## config.mk

```make
export PLATFORM = sky130hd
export DESIGN_NAME = snake_turn_input
export DESIGN_NICKNAME = d
export VERILOG_FILES = /design/src/rtl/snake_turn_input.sv
export SDC_FILE = /design/constraint.sdc
export NUM_CORES = 1
export LEC_CHECK = 0
export ABC_AREA = 1
export ABC_CLOCK_PERIOD_IN_PS = 1700
export CORE_ASPECT_RATIO = 1.75
export CORE_MARGIN = 10
export CORE_UTILIZATION = 45
export DETAILED_ROUTE_END_ITERATION = 16
export GPL_ROUTABILITY_DRIVEN = 1
export PLACE_DENSITY = 0.65
export SYNTH_ARGS = -nofsm -noshare
export SYNTH_HDL_FRONTEND = slang
export SYNTH_SLANG_ARGS = --single-unit
```

## constraint.sdc

```tcl
create_clock -name clk -period 1.7 [get_ports clk]
set_input_delay 0.17 -clock clk [delete_from_list [all_inputs] [get_ports clk]]
set_output_delay 0.17 -clock clk [all_outputs]
set_load 0.05 [all_outputs]
```

## src/rtl/snake_turn_input.sv

```systemverilog
// snake_turn_input: button front end for the snake core.
// Synchronizes and debounces the two active-low turn buttons, turns each
// press into one turn request and hands it to the core on its frame step.
// Build option: define SNAKE_TURN_QUEUE_EN to replace the single overwrite
// slot with a 2-entry FIFO of turns (oldest first, new turns dropped when full).
module snake_turn_input #(
    parameter int unsigned DEBOUNCE_CYCLES = 500000,
    parameter int unsigned DB_W            = 20
) (
    input  logic clk,
    input  logic rst_n,
    input  logic bt0,
    input  logic bt1,
    input  logic step,
    output logic cmd_valid,
    output logic cmd_right,
    output logic cmd_left,
    output logic pending
);

    typedef enum logic [1:0] {
        TURN_NONE  = 2'd0,
        TURN_RIGHT = 2'd1,
        TURN_LEFT  = 2'd2
    } turn_e;

    localparam logic [DB_W-1:0] CNT_LAST = DB_W'(DEBOUNCE_CYCLES - 1);
    localparam logic [DB_W-1:0] CNT_ONE  = DB_W'(1);

    // Bit 0 is the right button (bt0), bit 1 the left button (bt1).
    logic [1:0] sync1_q, sync1_d;
    logic [1:0] sync2_q, sync2_d;
    logic [1:0] db_q, db_d;
    logic [1:0] db_dly_q, db_dly_d;
    logic [DB_W-1:0] cnt_q [2];
    logic [DB_W-1:0] cnt_d [2];

    logic [1:0] press;
    logic       evt_right;
    logic       evt_left;
    logic       evt_any;
    turn_e      evt_turn;

    turn_e      head;
    logic       buf_nonempty_d;

    logic cmd_valid_q, cmd_valid_d;
    logic cmd_right_q, cmd_right_d;
    logic cmd_left_q,  cmd_left_d;
    logic pending_q,   pending_d;

    // Two-stage synchronizer chain for the raw pins; released level is 1.
    always_comb begin
        sync1_d = {bt1, bt0};
        sync2_d = sync1_q;
    end

    // Debounce: a button level is accepted only after it has differed from
    // the current debounced level for DEBOUNCE_CYCLES consecutive edges.
    always_comb begin
        db_d     = db_q;
        db_dly_d = db_q;
        for (int i = 0; i < 2; i++) begin
            cnt_d[i] = cnt_q[i];
            if (sync2_q[i] != db_q[i]) begin
                if (cnt_q[i] == CNT_LAST) begin
                    db_d[i]  = sync2_q[i];
                    cnt_d[i] = '0;
                end else begin
                    cnt_d[i] = cnt_q[i] + CNT_ONE;
                end
            end else begin
                cnt_d[i] = '0;
            end
        end
    end

    // Press events are registered 1->0 transitions of the debounced level,
    // seen the cycle after the flip; simultaneous presses cancel out.
    always_comb begin
        press     = db_dly_q & ~db_q;
        evt_right = press[0] & ~press[1];
        evt_left  = press[1] & ~press[0];
        evt_any   = evt_right | evt_left;
        evt_turn  = TURN_NONE;
        if (evt_right) begin
            evt_turn = TURN_RIGHT;
        end else if (evt_left) begin
            evt_turn = TURN_LEFT;
        end
    end

`ifdef SNAKE_TURN_QUEUE_EN

    turn_e      fifo_q [2];
    turn_e      fifo_d [2];
    logic [1:0] count_q, count_d;
    logic       pop;

    // FIFO update: a step pops the oldest turn first, then an event is
    // appended if room remains, so a full FIFO still keeps a same-cycle event.
    always_comb begin
        fifo_d  = fifo_q;
        count_d = count_q;
        head    = (count_q != 2'd0) ? fifo_q[0] : TURN_NONE;
        pop     = step && (count_q != 2'd0);
        if (pop) begin
            fifo_d[0] = fifo_q[1];
            fifo_d[1] = TURN_NONE;
            count_d   = count_q - 2'd1;
        end
        if (evt_any && (count_d != 2'd2)) begin
            fifo_d[count_d[0]] = evt_turn;
            count_d            = count_d + 2'd1;
        end
        buf_nonempty_d = (count_d != 2'd0);
    end

    // FIFO storage register.
    always_ff @(posedge clk or negedge rst_n) begin
        if (!rst_n) begin
            fifo_q[0] <= TURN_NONE;
            fifo_q[1] <= TURN_NONE;
            count_q   <= 2'd0;
        end else begin
            fifo_q  <= fifo_d;
            count_q <= count_d;
        end
    end

`else

    turn_e slot_q, slot_d;

    // Single slot: a step hands out the old contents, then any new event
    // overwrites it so the most recent press wins.
    always_comb begin
        slot_d = slot_q;
        head   = slot_q;
        if (step) begin
            slot_d = TURN_NONE;
        end
        if (evt_any) begin
            slot_d = evt_turn;
        end
        buf_nonempty_d = (slot_d != TURN_NONE);
    end

    // Slot storage register.
    always_ff @(posedge clk or negedge rst_n) begin
        if (!rst_n) begin
            slot_q <= TURN_NONE;
        end else begin
            slot_q <= slot_d;
        end
    end

`endif

    // Command outputs: a step yields one registered command pulse the
    // following cycle; an empty buffer means go straight.
    always_comb begin
        cmd_valid_d = step;
        cmd_right_d = step && (head == TURN_RIGHT);
        cmd_left_d  = step && (head == TURN_LEFT);
        pending_d   = buf_nonempty_d;
    end

    // State register for synchronizers, debouncers and outputs.
    always_ff @(posedge clk or negedge rst_n) begin
        if (!rst_n) begin
            sync1_q     <= 2'b11;
            sync2_q     <= 2'b11;
            db_q        <= 2'b11;
            db_dly_q    <= 2'b11;
            cnt_q[0]    <= '0;
            cnt_q[1]    <= '0;
            cmd_valid_q <= 1'b0;
            cmd_right_q <= 1'b0;
            cmd_left_q  <= 1'b0;
            pending_q   <= 1'b0;
        end else begin
            sync1_q     <= sync1_d;
            sync2_q     <= sync2_d;
            db_q        <= db_d;
            db_dly_q    <= db_dly_d;
            cnt_q       <= cnt_d;
            cmd_valid_q <= cmd_valid_d;
            cmd_right_q <= cmd_right_d;
            cmd_left_q  <= cmd_left_d;
            pending_q   <= pending_d;
        end
    end

    assign cmd_valid = cmd_valid_q;
    assign cmd_right = cmd_right_q;
    assign cmd_left  = cmd_left_q;
    assign pending   = pending_q;

    // A command never asks for both turns at once.
    a_one_hot_turn : assert property (@(posedge clk) disable iff (!rst_n)
        !(cmd_right_q && cmd_left_q));

endmodule

```

Yosys cells after proc, flatten, opt, wreduce, memory -nomap -nowiden
Cells that the tools add are included.
Word-level totals
  bits in read-only memories: 0
  latch bits: 0
  input bits: 5
  output and inout bits: 4
  word-level logic and storage cells: 40
  RAM bits: 0
  memories kept: 0
  flip-flop bits (word level): 54
Cells by class
  shifts and indexed selects: 0
  magnitude comparators: 0
  reduce and logical (&&, ||, !) cells: 5
  div/mod/pow operators: 0
  equality and inequality tests: 6
  muxes and demuxes: 8
  bitwise operators: 7
  add/sub/neg operators: 2
  $mul: 0
Operator list (number)
  2-to-1 mux 20 bit: 4
  adder 20 x 1 -> 20 bit (second input constant): 2
  equality test 20 x 19 -> 1 bit (second input constant): 2
  2-to-1 mux 2 bit: 4
  AND reduction 2 bit: 2
  AND 1 bit: 2
  AND 2 bit: 1
  equality test 2 x 1 -> 1 bit (second input constant): 1
  equality test 2 bit (second input constant): 1
  logical AND 1 bit: 2
  != test 1 bit: 2
  inverter 1 bit: 2
  inverter 2 bit: 1
  nonzero test 2 bit: 1
  OR 1 bit: 1

Depth between registers and ports, before layout
  depth in word-level cells: 8
  gate-level depth with buffers: 9
  gate-level depth less buffers: 9

Worst setup path before layout
Ideal clock, no wire load.
  path kind: register -> register
  start point: register db_dly_q[1]
  end point: register pending_q (netlist: pending)
  cell stages (with the launch flop): 8
  arrival time: 1.398 ns
  library setup time: 0.127 ns
  period minus slack after synthesis: 1.526 ns
  path slack: 0.174 ns
  path buffers: 0
  path through: dfstp_2 -> inv_1 -> nor2_1 -> inv_1 -> ha_1 -> nand2_1 -> o22ai_1 -> or2_2
Between the ends
  word-level cells in the longest chain between the ends: 6
  elaborated cells on any way between the ends: 9
  classes of those cells: 3 x mux; 5 x bitwise; 1 x reduce/logical
RTL lines
  start, declared: line 34  | logic [1:0] db_dly_q, db_dly_d;
  start signal, assigned: line 186  | db_dly_q <= db_dly_d;
  AND 2 bit (*): line 81  | press = db_dly_q & ~db_q;
  inverter 1 bit: line 82  | evt_right = press[0] & ~press[1];
  AND 1 bit: line 82
  2-to-1 mux 2 bit or OR 1 bit (tied branches): line 86, 84
  2-to-1 mux 2 bit (*): line 143  | if (evt_any) begin
  net slot_d[0]: line 133  | turn_e slot_q, slot_d;
  nonzero test 2 bit (*): line 146  | buf_nonempty_d = (slot_d != TURN_NONE);
  net buf_nonempty_d: line 45  | logic buf_nonempty_d;
  end signal, assigned: line 191  | pending_q <= pending_d;
  end, declared: line 50  | logic pending_q, pending_d;
Mark *: on every way through the listed nets, which the timed path passes. The rest lies on a longest branch.
A chain may end at the register's enable or synchronous reset.

Worst setup path after layout
  start point: register cmd_right_q (netlist: cmd_right)
  end point: output port cmd_right
RTL lines
  start, declared: line 48  | logic cmd_right_q, cmd_right_d;
  start signal, assigned: line 189  | cmd_right_q <= cmd_right_d;
  end, declared: line 16  | output logic cmd_right,
No word-level cell between the ends.

==> results.md <==
* CP Cell Sequence: clkdlybuf4s50_1
* Crit Path Max Fanout at 1
* Hold Startpoint: bt0
* Critical Path End Type: primary output
* CP peak stage delay at about 0.80 ns
* Synthesized area at 2920 um^2
* Final setup TNS at 0 ns
* Reg2reg start: db_dly_q[1]
* Worst Hold Class: in -> reg
* Grt ovf at 0
* Antenna Violating Nets Remaining at 0
* Commonest cells in the netlist: nor2_1 (92), nand2_1 (80), inv_1 (47)
* Drt first pass iters at 5
* WL per Instance at around 13 um
* Core box area at roughly 6300 um^2
* Setup CP Type: reg -> out
* # IOs at 9
* Slew headroom at about two thirds
* Max Cap Viol at 0
* Yosys top cell area share at approximately two fifths
* WL final at roughly 6200 um
* Ys Warns at 0
* Final Skew at between 0.015 and 0.02 ns
* DIE WIDTH at slightly above 80 um
* Met3 WL post-DR at around 190 um
* GR Util All Layers at about an eighth
* Synth Net Count at roughly 390
* Sequential element share of the synthesized area at between 40% and 50%
* Post-Synthesis Cells at approximately 380
* WP data required at about 1.5 ns
* Maximum operating frequency at about 610 MHz
* Max Buffers Root-to-Sink at 2
* Sequential share of power at about 57%
* Sw frac at about 23%
* Met2 wire len at ~3600 um
* PortBufs at 8
* Worst vdd ir at roughly 0.56 mV
* Fraction of registers with async set/reset at between 90% and 100%
* Slowest cell on crit path: clkdlybuf4s50_1
* Synth area leader: dfrtp_1
* Slew Viols, Final at 0
* CP Launch Type: register
* Via density at approximately 5.0
* Worst Path Buf+Inv at 1
* Metal-1 WL at 2170 um
* Die height at 127 um
* Cell with the most instances after synthesis: nor2_1
* Share of layout cells above drive strength 1 at between 10% and 20%
* TritonCTS clock tree: built
* Leak Pwr at ~1.4 nW
* CTS H-tree depth at 2
* Largest net degree at the start of global routing at 55
* Seq cells post-synth at 54
* Final hold violation count at 0
* Unrepaired setup endpoints after global routing: false
* Fin crit period at between 1.5 and 2 ns
* CTS Buf Count at 5
* Die footprint at roughly 10000 um^2
* Inserted Diodes at 0
* Top routing layer used: met4
* Postcts setup bufs at 0
* Crit path arrival time at 1.46 ns
* Library cells used by synthesis at 26
* P_int at 0.00178 W
* CTS clk-pin slew, worst paths at 0.11 ns
* DR iter-0 viols at 125
* Worst-skew pair later-pin latency at 0.32 ns
* Total Nets Final at between 400 and 500
* Pre-CTS WS at roughly 0.12 ns
* Clock power share at ~39%
* Final period util at a little over nine tenths
* Net Sw Power at 0.000521 W
* Row cnt at 38
* Ys flop type: dfrtp_1
* Root buf cell: clkbuf_8
* CP Launch Point: cmd_right
* Top delay family on crit path: buffers and inverters
* Starting Density at between 40 and 50%
* Gpl congestion at between 0.8 and 0.9
* Synthesized area per cell at ~7.7 um^2
* Clk sink count at between 50 and 60
* Vias in the first global route at roughly 2.4k
* Synth-to-Final Area Change at 11.3%
* Post-synth EDFFs at 0
* Slew of the pin with the lowest slew margin at a little over 0.5 ns
* Status: finished clean
* DP HPWL at between 4000 and 5000 um
* Final worst slack at approximately 0.068 ns
* First-pass GRT wire length at between 10000 and 15000 um
* Initial antenna violation count at 0
* Total number of vias at approximately 2.4k
* Top post-synthesis cells by area: dfrtp_1 (39%), nor2_1 (12%), nand2_1 (10%)
* P per Cell Area at ~710 nW/um^2
* DRC at 0
* Combinational share of power at 4.3%
* Final setup fails at 0
-- layout make-up --
| class | instances | area [um^2] |
|---|---|---|
| Clock inverter | 3 | 47.5 |
| Timing Repair Buffer | 12 | 123 |
| Sequential cell | 54 | 1360 |
| Multi-Input combinational cell | 274 | 1370 |
| Inverter | 48 | 180 |
| Fill cell | 643 | 3020 |
| Clock buffer | 5 | 68.8 |
| Tap cell | 80 | 100 |
-- metal layers --
| metal | vias to the layer above | GRT usage, % |
|---|---|---|
| li1 | 1204 | - |
| met1 | 1094 | 11.6 |
| met2 | 38 | 24.8 |
| met3 | 21 | 2.90 |
| met4 | 0 | 8.29 |
| met5 | - | 0 |
-- worst paths after layout --
kind	cells after the start	slack (ns)	to
worst min-delay path	1	0.25	sync1_q[0]
worst max-delay path	1	0.07	cmd_right
worst max register to register	7	0.11	pending
min in group asynchronous	3	0.36	cnt_q[5]
max in group asynchronous	3	1.03	sync1_q[0]
worst min register to register	0	0.36	sync2_q[1]
-- state kept, by name (all words and copies together) (netlist names) --
register,cells
sync2_q,2
cmd_right,1
cmd_left,1
pending,1
cmd_valid,1
db_dly_q,2
head,2
cnt_q,40
sync1_q,2
db_dly_d,2
-- per-stage QoR --
| step | instances | util [%] | total power, W | area (um^2) | hold WS [ns] |
|---|---|---|---|---|---|
| 3_3_place_gp | 467 | 49.8 | 0.00144 | 3120 | 0.186 |
| 2_1_floorplan | 378 | - | 0.00138 | 2920 | -0.126 |
| 5_1_grt | 476 | 51.8 | 0.00242 | 3250 | 0.244 |
| 4_1_cts | 476 | 51.8 | 0.00235 | 3250 | 0.241 |
| 3_5_place_dp | 467 | 49.8 | 0.00144 | 3120 | 0.189 |
| 6_report | 476 | 51.8 | 0.00231 | 3250 | 0.253 |
-- power groups by stage --
stage / clock network, W / registers [W] / logic (W)
finish: 0.000889 / 0.00132 / 0.0000998
global route: 0.000988 / 0.00132 / 0.000115
CTS: 0.000927 / 0.00132 / 0.000105
detailed placement: 0 / 0.00134 / 0.000103
global placement: 0 / 0.00134 / 0.000101
floorplan: 0 / 0.00134 / 0.0000412
-- cells in the final DEF (no fill, tap or decap), drive strengths merged --
cell type,Yosys,final
xnor2,10,10
nand3,27,27
clkinv,0,1
ha,4,4
or2,1,1
nand3b,1,1
bufinv,0,1
clkdlybuf4s50,0,6
nor3,7,7
dfstp,8,8
o22ai,2,2
nand4,6,6
o21ai,7,7
nor3b,2,2
xor2,10,10
dlymetal6s2s,0,1
a21oi,4,4
clkbuf,0,5
nor2,106,106
inv,48,49
nand2,87,87
dlygate4sd3,0,1
dfrtp,46,46
buf,2,4
-- timing repair --
item | 4_1_cts | 5_1_grt
endpoints found under the setup margin | 0 | 1
gates resized for setup | 0 | 1
hold buffers | 1 | 0
endpoints found under the hold margin | 46 | 0
-- kinds of logic (layout without fill, tap and decap cells) --
family | Yosys count | after routing | share of synthesized area [%]
simple gates | 237 | 237 | 36.9
flops | 54 | 54 | 46.6
buf+inv | 50 | 68 | 6.51
xor+xnor | 20 | 20 | 5.99
compound gates | 13 | 13 | 2.31
fa+ha+maj | 4 | 4 | 1.71
(Power assumes the default switching activity.)
